$ cat src/rtl/iq_gain_ramp_ctrl.sv
// Multi-channel IQ gain stage: the gain ramps linearly toward a commanded target, with a
// post-multiply shift and saturation, a PA-mute ramp-down and a serial command/readback port.
module iq_gain_ramp_ctrl #(
    parameter int          DW        = 16,
    parameter int          GW        = 16,
    parameter int          CH_NUM    = 2,
    parameter int          MAX_SHIFT = 8,
    parameter int          RAMP_DIV  = 50,
    parameter logic [GW-1:0] GAIN_INIT = 16'h7FFF,
    parameter logic [15:0] STEP_INIT = 16'h0100
) (
    input  logic                     clk_50m,
    input  logic                     rst,
    input  logic                     rv_uart_vld,
    input  logic [63:0]              rv_uart_data,
    input  logic                     power_en,
    input  logic [CH_NUM-1:0]        din_stat,
    input  logic [CH_NUM*2*DW-1:0]   data_in,
    output logic [CH_NUM*2*DW-1:0]   data_out,
    output logic [CH_NUM-1:0]        dout_stat,
    output logic                     ramp_busy,
    output logic                     uart_send_en,
    output logic [63:0]              sd_uart_data
);

    localparam int LANES = 2 * CH_NUM;
    localparam int PW    = DW + GW;
    localparam int AW    = ((GW > 16) ? GW : 16) + 2;
    localparam int PSW   = $clog2(RAMP_DIV + 1);
    localparam logic signed [PW-1:0] SAT_MAX = PW'(2**(DW-1) - 1);
    localparam logic signed [PW-1:0] SAT_MIN = -SAT_MAX - 1;

    typedef enum logic [1:0] {IDLE = 2'd0, UP = 2'd1, DOWN = 2'd2} state_t;

    state_t           state_reg;
    logic [GW-1:0]    gain_cur_reg;
    logic [GW-1:0]    gain_tgt_reg;
    logic [3:0]       shift_reg;
    logic [15:0]      step_reg;
    logic [PSW-1:0]   presc_reg;

    logic [GW-1:0]        eff_tgt;
    logic [GW-1:0]        cmd_gain;
    logic signed [AW-1:0] cur_ext, tgt_ext, step_ext, sum_up, sum_dn;
    logic [GW-1:0]        up_next, dn_next;
    logic                 tick;

    // Gains are kept non-negative, so zero-extension into a wider signed space is exact.
    always_comb begin
        eff_tgt  = power_en ? gain_tgt_reg : '0;
        cmd_gain = rv_uart_data[GW-1] ? '0 : rv_uart_data[GW-1:0];
        cur_ext  = {{(AW-GW){1'b0}}, gain_cur_reg};
        tgt_ext  = {{(AW-GW){1'b0}}, eff_tgt};
        step_ext = {{(AW-16){1'b0}}, step_reg};
        sum_up   = cur_ext + step_ext;
        sum_dn   = cur_ext - step_ext;
        up_next  = (sum_up > tgt_ext) ? eff_tgt : sum_up[GW-1:0];
        dn_next  = (sum_dn < tgt_ext) ? eff_tgt : sum_dn[GW-1:0];
        tick     = (presc_reg == PSW'(RAMP_DIV - 1));
    end

    assign ramp_busy = (state_reg != IDLE);

    always_ff @(posedge clk_50m) begin
        if (rst) begin
            state_reg    <= IDLE;
            gain_cur_reg <= GAIN_INIT;
            gain_tgt_reg <= GAIN_INIT;
            shift_reg    <= '0;
            step_reg     <= STEP_INIT;
            presc_reg    <= '0;
            uart_send_en <= 1'b0;
            sd_uart_data <= '0;
        end else begin
            uart_send_en <= 1'b0;
            if (rv_uart_vld) begin
                case (rv_uart_data[63:32])
                    32'h1f1a_5a01: gain_tgt_reg <= cmd_gain;
                    32'h1f1a_5a02: shift_reg <= ({28'd0, rv_uart_data[3:0]} > 32'(MAX_SHIFT)) ?
                                                4'd0 : rv_uart_data[3:0];
                    32'h1f1a_5a03: step_reg <= rv_uart_data[15:0];
                    32'h1f1a_5a3d: begin
                        if (rv_uart_data[31:0] == 32'd0) begin
                            uart_send_en <= 1'b1;
                            sd_uart_data <= {32'h1f1a_5a3d, cur_ext[15:0], 2'b00,
                                             state_reg, shift_reg, 8'h00};
                        end
                    end
                    default: ;
                endcase
            end

            // Ramp engine sees the pre-write target; a new command acts from the next cycle.
            if (step_reg == 16'd0) begin
                gain_cur_reg <= eff_tgt;
                state_reg    <= IDLE;
                presc_reg    <= '0;
            end else begin
                case (state_reg)
                    IDLE: begin
                        presc_reg <= '0;
                        if (cur_ext < tgt_ext)      state_reg <= UP;
                        else if (cur_ext > tgt_ext) state_reg <= DOWN;
                    end
                    UP: begin
                        if (cur_ext == tgt_ext) begin
                            state_reg <= IDLE;
                            presc_reg <= '0;
                        end else if (cur_ext > tgt_ext) begin
                            state_reg <= DOWN;
                        end else if (tick) begin
                            gain_cur_reg <= up_next;
                            presc_reg    <= '0;
                        end else begin
                            presc_reg <= presc_reg + 1'b1;
                        end
                    end
                    DOWN: begin
                        if (cur_ext == tgt_ext) begin
                            state_reg <= IDLE;
                            presc_reg <= '0;
                        end else if (cur_ext < tgt_ext) begin
                            state_reg <= UP;
                        end else if (tick) begin
                            gain_cur_reg <= dn_next;
                            presc_reg    <= '0;
                        end else begin
                            presc_reg <= presc_reg + 1'b1;
                        end
                    end
                    default: begin
                        state_reg <= IDLE;
                        presc_reg <= '0;
                    end
                endcase
            end
        end
    end

    logic signed [GW-1:0] s1_gain_reg;
    logic [CH_NUM-1:0]    s1_stat_reg, s2_stat_reg;
    logic [7:0]           shamt;

    assign shamt = 8'(GW - 1) - {4'd0, shift_reg};

    always_ff @(posedge clk_50m) begin
        if (rst) begin
            s1_gain_reg <= '0;
            s1_stat_reg <= '0;
            s2_stat_reg <= '0;
            dout_stat   <= '0;
        end else begin
            s1_gain_reg <= gain_cur_reg;
            s1_stat_reg <= din_stat;
            s2_stat_reg <= s1_stat_reg;
            dout_stat   <= s2_stat_reg;
        end
    end

    genvar gi;
    generate
        for (gi = 0; gi < LANES; gi++) begin : g_lane
            logic signed [DW-1:0] s1_smp_reg;
            logic signed [PW-1:0] s2_prod_reg;
            logic signed [PW-1:0] v;
            logic [DW-1:0]        sat;
            logic [DW-1:0]        dout_reg;

            always_comb begin
                v = s2_prod_reg >>> shamt;
                if (v > SAT_MAX)      sat = SAT_MAX[DW-1:0];
                else if (v < SAT_MIN) sat = SAT_MIN[DW-1:0];
                else                  sat = v[DW-1:0];
            end

            always_ff @(posedge clk_50m) begin
                if (rst) begin
                    s1_smp_reg  <= '0;
                    s2_prod_reg <= '0;
                    dout_reg    <= '0;
                end else begin
                    s1_smp_reg  <= data_in[gi*DW +: DW];
                    s2_prod_reg <= PW'(s1_smp_reg) * PW'(s1_gain_reg);
                    dout_reg    <= sat;
                end
            end

            assign data_out[gi*DW +: DW] = dout_reg;
        end
    endgenerate

endmodule

$ cat config.mk
export PLATFORM = sky130hd
export DESIGN_NAME = iq_gain_ramp_ctrl
export DESIGN_NICKNAME = d
export VERILOG_FILES = /design/src/rtl/iq_gain_ramp_ctrl.sv
export SDC_FILE = /design/constraint.sdc
export NUM_CORES = 2
export LEC_CHECK = 0
export ABC_AREA = 1
export ABC_CLOCK_PERIOD_IN_PS = 5600
export CAP_MARGIN = 5
export CORE_ASPECT_RATIO = 1.25
export CORE_MARGIN = 3
export CORE_UTILIZATION = 58
export DETAILED_ROUTE_END_ITERATION = 10
export PLACE_DENSITY_LB_ADDON = 0.12
export SLEW_MARGIN = 20
export SYNTH_ARGS = -nofsm -noshare
export SYNTH_HDL_FRONTEND = slang
export SYNTH_SLANG_ARGS = --single-unit
$ cat constraint.sdc
create_clock -name clk_50m -period 5.6 [get_ports clk_50m]
set_input_delay 1.68 -clock clk_50m [delete_from_list [all_inputs] [get_ports clk_50m]]
set_output_delay 1.68 -clock clk_50m [all_outputs]
set_load 0.01 [all_outputs]
## Word-level counts from Yosys, hierarchy flattened

Cells that the tools add are included.

- Shifts and indexed selects: 4
- Equal/unequal tests: 17
- Bitwise operators: 2
- Reduce and logical (&&, ||, !) cells: 17
- Multiply operators: 4
- $add $sub $neg: 4
- Order comparisons: 13
- Mux-type cells: 34

Operators with widths:

| kind | count |
|---|---|
| 16-bit two-way mux | 14 |
| 32-bit by 29-bit == test with 1-bit output (second input constant) | 4 |
| 32-bit by 16-bit > comparator with 1-bit output (second input constant) | 4 |
| 32-bit by 16-bit less-than comparator with 1-bit output (second input constant) | 4 |
| 16-bit by 16-bit multiplier with 32-bit output | 4 |
| 32-bit by 8-bit >>> shifter with 32-bit output | 4 |
| 15-bit two-way mux | 5 |
| 32-bit zero test | 1 |
| 16-bit case mux with 2 select lines | 1 |
| 6-bit two-way mux | 5 |
| 3-bit != test (second input constant) | 9 |
| 16-bit by 16-bit adder with 17-bit output | 1 |
| 17-bit by 16-bit > comparator with 1-bit output | 1 |
| 17-bit less-than comparator | 1 |
| 16-bit by 16-bit subtractor with 17-bit output | 1 |
| 16-bit == test | 1 |
| 16-bit > comparator | 1 |
| 16-bit zero test | 1 |
| 16-bit less-than comparator | 1 |
| 6-bit case mux with 2 select lines | 1 |
| 2-bit two-way mux | 5 |
| 2-bit OR reduction | 5 |
| 2-bit AND reduction | 4 |
| 7-bit AND reduction | 1 |
| other kinds (15) | 16 |

- Bits in registers: 362
- Output and inout port bits: 132

## Longest topological paths before layout

- Depth in word-level cells: 8
- Mapped depth: 30
- Gate-level depth less buffers: 29

## Worst setup path after synthesis

Ideal clock, no wire load.

- Path kind: reg-to-reg
- Start: reg s1_gain_reg[7]
- End: reg g_lane[3].s2_prod_reg[25]
- Data arrival time: 5623 ps
- Setup slack: -143 ps
- Clock period less this slack: 5743 ps
- Library setup time: 121 ps
- Buffers on the path: 2
- Cell stages (with the launch flop): 25
- Cells stage by stage: dfxtp_1 > clkbuf_1 > clkbuf_1 > nand2_1 > fa_1 > inv_1 > fa_1 > inv_1 > fa_1 > inv_1 > fa_1 > fa_1 > inv_1 > fa_1 > inv_1 > ha_1 > a21o_1 > a31oi_1 > nand3_1 > a21oi_1 > o21ai_0 > a21oi_1 > inv_1 > o21ai_0 > a21oi_1

- Longest elaborated chain between the ends: 1

Ends and longest elaborated chain:

| what | RTL line | text |
|---|---|---|
| start: declaration | 140 | `logic signed [GW-1:0] s1_gain_reg;` |
| start signal: assignment | 153 | `s1_gain_reg <= gain_cur_reg;` |
| 16-bit by 16-bit multiplier with 32-bit output | 183 | `s2_prod_reg <= PW'(s1_smp_reg) * PW'(s1_gain_reg);` |
| end signal: assignment | 183 |  |
| end: declaration | 164 | `logic signed [PW-1:0] s2_prod_reg;` |

Every way passes these cells.
A chain may end at the register's enable or synchronous reset.

## Worst setup path after layout

- Start: reg s1_gain_reg[5]
- End: reg g_lane[3].s2_prod_reg[28]

The elaborated chain is that of the path after synthesis.

==> flow_summary.json <==
{
  "status": "finished with violations",
  "violations": "negative setup slack",
  "maxSlewViolCount": 0,
  "core_mm2": 0.104,
  "die_w_um": 296,
  "wl_per_cell_um": 18.3,
  "grt_pass1_wl_um": 292000,
  "hpwlAfterDp_um": 144000,
  "worst_pin_slew_ps": 1110,
  "clockBufferDepth": 3,
  "synth_area_leaders": "fa_1 34%, inv_1 13%, dfxtp_1 12%",
  "worstPathArrival_ps": 6290,
  "startpoint_type": "flip-flop",
  "worst_slack_ps": -123,
  "synthArstFlopShare_pct": 0,
  "syn_avg_cell_area_um2": 7.37,
  "cts_tree": "yes",
  "cp.required_ps": 6170,
  "remaining_drc_errors": 0,
  "ctsHtreeMaxLevel": 2,
  "synth_warnings": 0,
  "synth_edf_count": 0,
  "hp-class": "reg -> reg",
  "synth_cell_types": 62,
  "areaGrowthSynthToFinish_pct": 20.5,
  "cpPeakStageDelay_ps": 530,
  "pin_count": 266,
  "whs_path_depth": 2,
  "layout.nets": 10400,
  "vias_per_cell": 5.35,
  "ys_ff_latch": 361,
  "slowest_stage": "fa_1",
  "final_core_util_pct": 70.7,
  "finalSetupViolations": 23,
  "cp-end-kind": "flip-flop",
  "rr_worst_depth": 27,
  "cts_sinks": 361,
  "synth_ff_type": "dfxtp_1",
  "gp_congestion": 0.941,
  "cts-buffers-inserted": 43,
  "start_util_pct": 58.7,
  "routed-via-count": 54700,
  "drt-total-wl_um": 187000,
  "drt-initial-drc-count": 4147,
  "crit_fanout": 12,
  "clk_pin_slew_worst_paths_ps": 70,
  "ys_seq_area_share_pct": 11.9,
  "dp_slack_ps": -370,
  "die-area_mm2": 0.109,
  "grt_pass1_vias": 56500,
  "root_buffer": "clkbuf_16",
  "hold_ws_ps": 402,
  "std_cell_rows": 132,
  "grt_start_max_net_pins": 139,
  "netlist_top_cells_count": "2,074 x inv_1, 1,911 x nand2_1, 1,050 x fa_1, 472 x nor2_1, 410 x ha_1",
  "syn_area_mm2": 0.0610,
  "relSlewSlack_pct": 25.8,
  "period_minus_slack_ps": 5720,
  "clock_skew_ps": 26.5,
  "period_share_pct": 102,
  "r2r_setup_slack_ps": -120,
  "clkLatencyLatePin_ps": 650,
  "fillers": 8372,
  "synth_top_area_share_pct": 34.5,
  "io_buffers": 240,
  "grt_use_total_pct": 34.1,
  "synth_largest_area_cell": "fa_1",
  "synthMostInstantiatedCell": "inv_1",
  "postCtsHoldBufs": 0,
  "fmax_ghz": 0.175,
  "finalHoldViolCount": 0,
  "drtAntennaViolNets": 0,
  "crit_type": "reg -> reg",
  "drive_gt1_share_pct": 14.5,
  "largest_register_ffs": 128,
  "rsz0062_at_grt": "true",
  "postSynthCellCount": 8273,
  "die_h_um": 368,
  "antenna_found_initial": 5,
  "firstDrtPassIters": 6,
  "drv_cap": 0,
  "overflow": 0
}
## path summary, 6_finish.rpt
path / from / to
worst max-delay path: s1_gain_reg[5] / g_lane[3].s2_prod_reg[28]
worst min-delay path: s2_stat_reg[1] / dout_stat[1]
worst max register to register: s1_gain_reg[5] / g_lane[3].s2_prod_reg[28]
worst min register to register: s2_stat_reg[1] / dout_stat[1]
## routing by layer
layer  vias up  track usage (%)  share of wire (%)
met5         -                0                  0
met4         0             16.3                5.9
met3       540             4.88                7.4
met2      1988             57.2                 47
met1     26600             43.2                 39
li1      25600                -                  -
## layout make-up
| type | instances | area, µm² | area share (%) |
|---|---|---|---|
| Antenna cell | 3 | 7.51 | 0.0102 |
| Clock buffer | 54 | 1250 | 1.70 |
| Clock inverter | 26 | 312 | 0.424 |
| Inverter | 2085 | 7840 | 10.7 |
| Multi-Input combinational cell | 5402 | 45900 | 62.4 |
| Sequential cell | 361 | 7320 | 9.96 |
| Tap cell | 1340 | 1680 | 2.28 |
| Timing Repair Buffer | 961 | 9210 | 12.5 |
## timing repair
| item | 4_1_cts | 5_1_grt |
|---|---|---|
| setup endpoints to repair | 57 | 75 |
| buffers inserted | 43 | 52 |
| pin swaps | 94 | 146 |
| gates cloned | 7 | 10 |
| gates resized for setup | 242 | 373 |
## kinds of logic after synthesis
family | share of synthesized area [%]
mux | 0.443
compound gates | 9.25
other cells | 0.00615
xor+xnor | 1.09
flops | 11.9
simple gates | 18.2
buf+inv | 16.3
fa+ha+maj | 42.9
## per-stage QoR
step / TNS [ps] / std cells / instance area [µm²]
after floorplan: -4.36 / 8297 / 61100
after global placement: -4280 / 10000 / 68400
after detailed placement: -8190 / 10000 / 68400
after CTS: -208 / 10200 / 71500
after global routing: -9340 / 10200 / 73500
final: -1230 / 10200 / 73500
## cell usage in the layout (no fill, tap or decap), types with 239 or more instances in the layout
master and n:
inv_1 2010, nand2_1 1849, fa_1 1009, buf_4 588
nor2_1 443, ha_1 349, o21ai_0 335, a21oi_1 322
dfxtp_1 320, clkdlybuf4s50_1 239
## worst max-delay path: cells and delay by family, from the launching register on
| kind | cells | cell delay (ps) |
|---|---|---|
| buf+inv | 7 | 550 |
| fa+ha+maj | 7 | 3310 |
| simple gates | 8 | 680 |
| flops | 1 | 410 |
| compound gates | 5 | 670 |
Power is left out: the tool's default activity adds up to more than one toggle a clock period on the data nets, which glitch-free logic cannot reach.
==> patch, RTL diff (same flow settings) <==
`CH_NUM`: 2 -> 1.
--- a/src/rtl/iq_gain_ramp_ctrl.sv
+++ b/src/rtl/iq_gain_ramp_ctrl.sv
@@ -3,7 +3,7 @@
 module iq_gain_ramp_ctrl #(
     parameter int          DW        = 16,
     parameter int          GW        = 16,
-    parameter int          CH_NUM    = 2,
+    parameter int          CH_NUM    = 1,
     parameter int          MAX_SHIFT = 8,
     parameter int          RAMP_DIV  = 50,
     parameter logic [GW-1:0] GAIN_INIT = 16'h7FFF,
Ports: changed (resized data_in, data_out, din_stat and dout_stat); port bits go from 266 to 200. The function was not compared with the original's and may differ.
==> patch against the unedited design <==
The run still ends with setup timing left. Setup slack better by 120 ps. Routed wire length shrank 45%. Area after synthesis shrank 44%. Sequential cell count fell by 131. Cell area decreased by 43%. Sequential share of layout area is 1.3 points higher. Non-clock buffer count decreased by 404. Clock skew is 9.6 ps lower. Largest cell class unchanged.
==> patch: results (changes against the unedited design) <==
* Vias at 30900 (was 54700)
* H-tree levels at 1 (was 2)
* Top_reg_cell synth: dfxtp_1 (unchanged)
* Setup WS pre-CTS at -225 ps (was -370 ps)
* Initial DRC count at 1933 (was 4147)
* Sequential share of power at 0.109
* Largest net degree at the start of global routing at 75 (was 139)
* RD Place Congestion at 0.983 (was 0.941)
* Max reg flops at 64 (was 128)
* Post-route setup slack at -7.60 ps (was -123 ps)
* Crit path arrival time at 6110 ps (was 6290 ps)
* Max-Slew Margin vs Limit at 0.337 (was 0.258)
* Final nets at 5890 (was 10400)
* Post-synthesis adder-cell area fraction at 0.397 (was 0.429)
* Mux cell area share after synthesis at 0.00526 (was 0.00443)
* Failing checks: setup timing (unchanged)
* Vias in the first global route at 31800 (was 56500)
* Clock power frac at 0.101
* Post-synthesis compound-gate area fraction at 0.104 (was 0.0925)
* Final Setup Violations at 1 (was 23)
* Critical path fanouts, max at 9 (was 12)
* Top post-synthesis cells by count: 1112 x inv_1, 1035 x nand2_1, 526 x fa_1 (was 2074 x inv_1, 1911 x nand2_1, 1050 x fa_1)
* XOR/XNOR Fraction of Synth Area at 0.0120 (was 0.0109)
* Cells resized by post-CTS repair at 96 (was 242)
* CTS clk-pin slew, worst paths at 60 ps
* I/O Buffers at 174 (was 240)
* Initial antenna violation count at 1 (was 5)
* Status: complete, but fails checks (unchanged)
* Layout cells sized above 1 at 0.155 (was 0.145)
* CTS Buf Count at 29 (was 43)
* First-pass GRT wire length at 161 mm (was 292 mm)
* Sequential area share after synthesis at 0.134 (was 0.119)
* Skew-Pair Late Insertion Delay at 600 ps (was 650 ps)
* Pleak at 0.0226 µW
* Top post-synthesis cells by area: fa_1 31%, dfxtp_1 13%, inv_1 12% (was fa_1 34%, inv_1 13%, dfxtp_1 12%)
* GR Util All Layers at 0.325 (was 0.341)
* WL per Instance at 17.9 µm (was 18.3 µm)
* Ant diodes at 0 (was 3)
* Synth unique cells at 55 (was 62)
* Fill count at 4811 (was 8372)
* CTS root buffer: clkbuf_16 (unchanged)
* Post-CTS setup buffers at 12 (was 43)
* DP HPWL at 80.4 mm (was 144 mm)
-- patch: path summary, 6_finish.rpt --
kind,startpoint,to,slack (ps),cells after the start
setup / recovery,s1_gain_reg[6],g_lane[1].s2_prod_reg[26],-8,27
hold / removal,s1_stat_reg,s2_stat_reg,410,2
setup reg to reg,s1_gain_reg[6],g_lane[1].s2_prod_reg[26],-8,27
hold reg to reg,s1_stat_reg,s2_stat_reg,410,2
-- patch: area by class of cell --
type	count	area (µm²)	area share
multi-input cells	3076	25500	0.612
flip-flops and latches	230	4670	0.112
repair buffers	557	5320	0.128
inverters	1123	4220	0.101
clock buffers	32	747	0.0179
clock inverters	21	260	0.00625
well taps	757	947	0.0227
-- patch: worst max-delay path, stage by stage, from the launching register on --
cell and delay [ps]:
dfxtp_4 350, buf_12 150, buf_4 160, nand2_2 60, inv_2 40, fa_1 560, inv_2 40, fa_1 480
fa_1 500, inv_1 50, fa_1 500, fa_1 540, inv_1 50, fa_1 480, inv_1 60, ha_4 320
nand2_4 80, nor2_4 120, inv_2 50, nor3_2 180, a21oi_2 90, o21bai_1 170, a21o_1 170, nand3_1 80
nand2_1 80, nand2_1 50, nand2_1 50, nor2_1 40
-- patch: routing by layer --
| metal | vias to the layer above | part of all wire | track usage |
|---|---|---|---|
| met3 | 390 | 0.048 | 0.0336 |
| met5 | - | 0.00014 | 0 |
| li1 | 14700 | - | - |
| met4 | 2 | 0.073 | 0.188 |
| met1 | 14900 | 0.35 | 0.347 |
| met2 | 932 | 0.53 | 0.617 |
-- patch: per-stage QoR --
step	area (µm²)	setup TNS, ps	cells
2_1_floorplan	34400	0	4678
3_3_place_gp	38500	-543	5674
3_5_place_dp	38500	-1080	5674
4_1_cts	40100	-72.5	5742
5_1_grt	41700	-2130	5796
6_report	41700	-7.60	5796
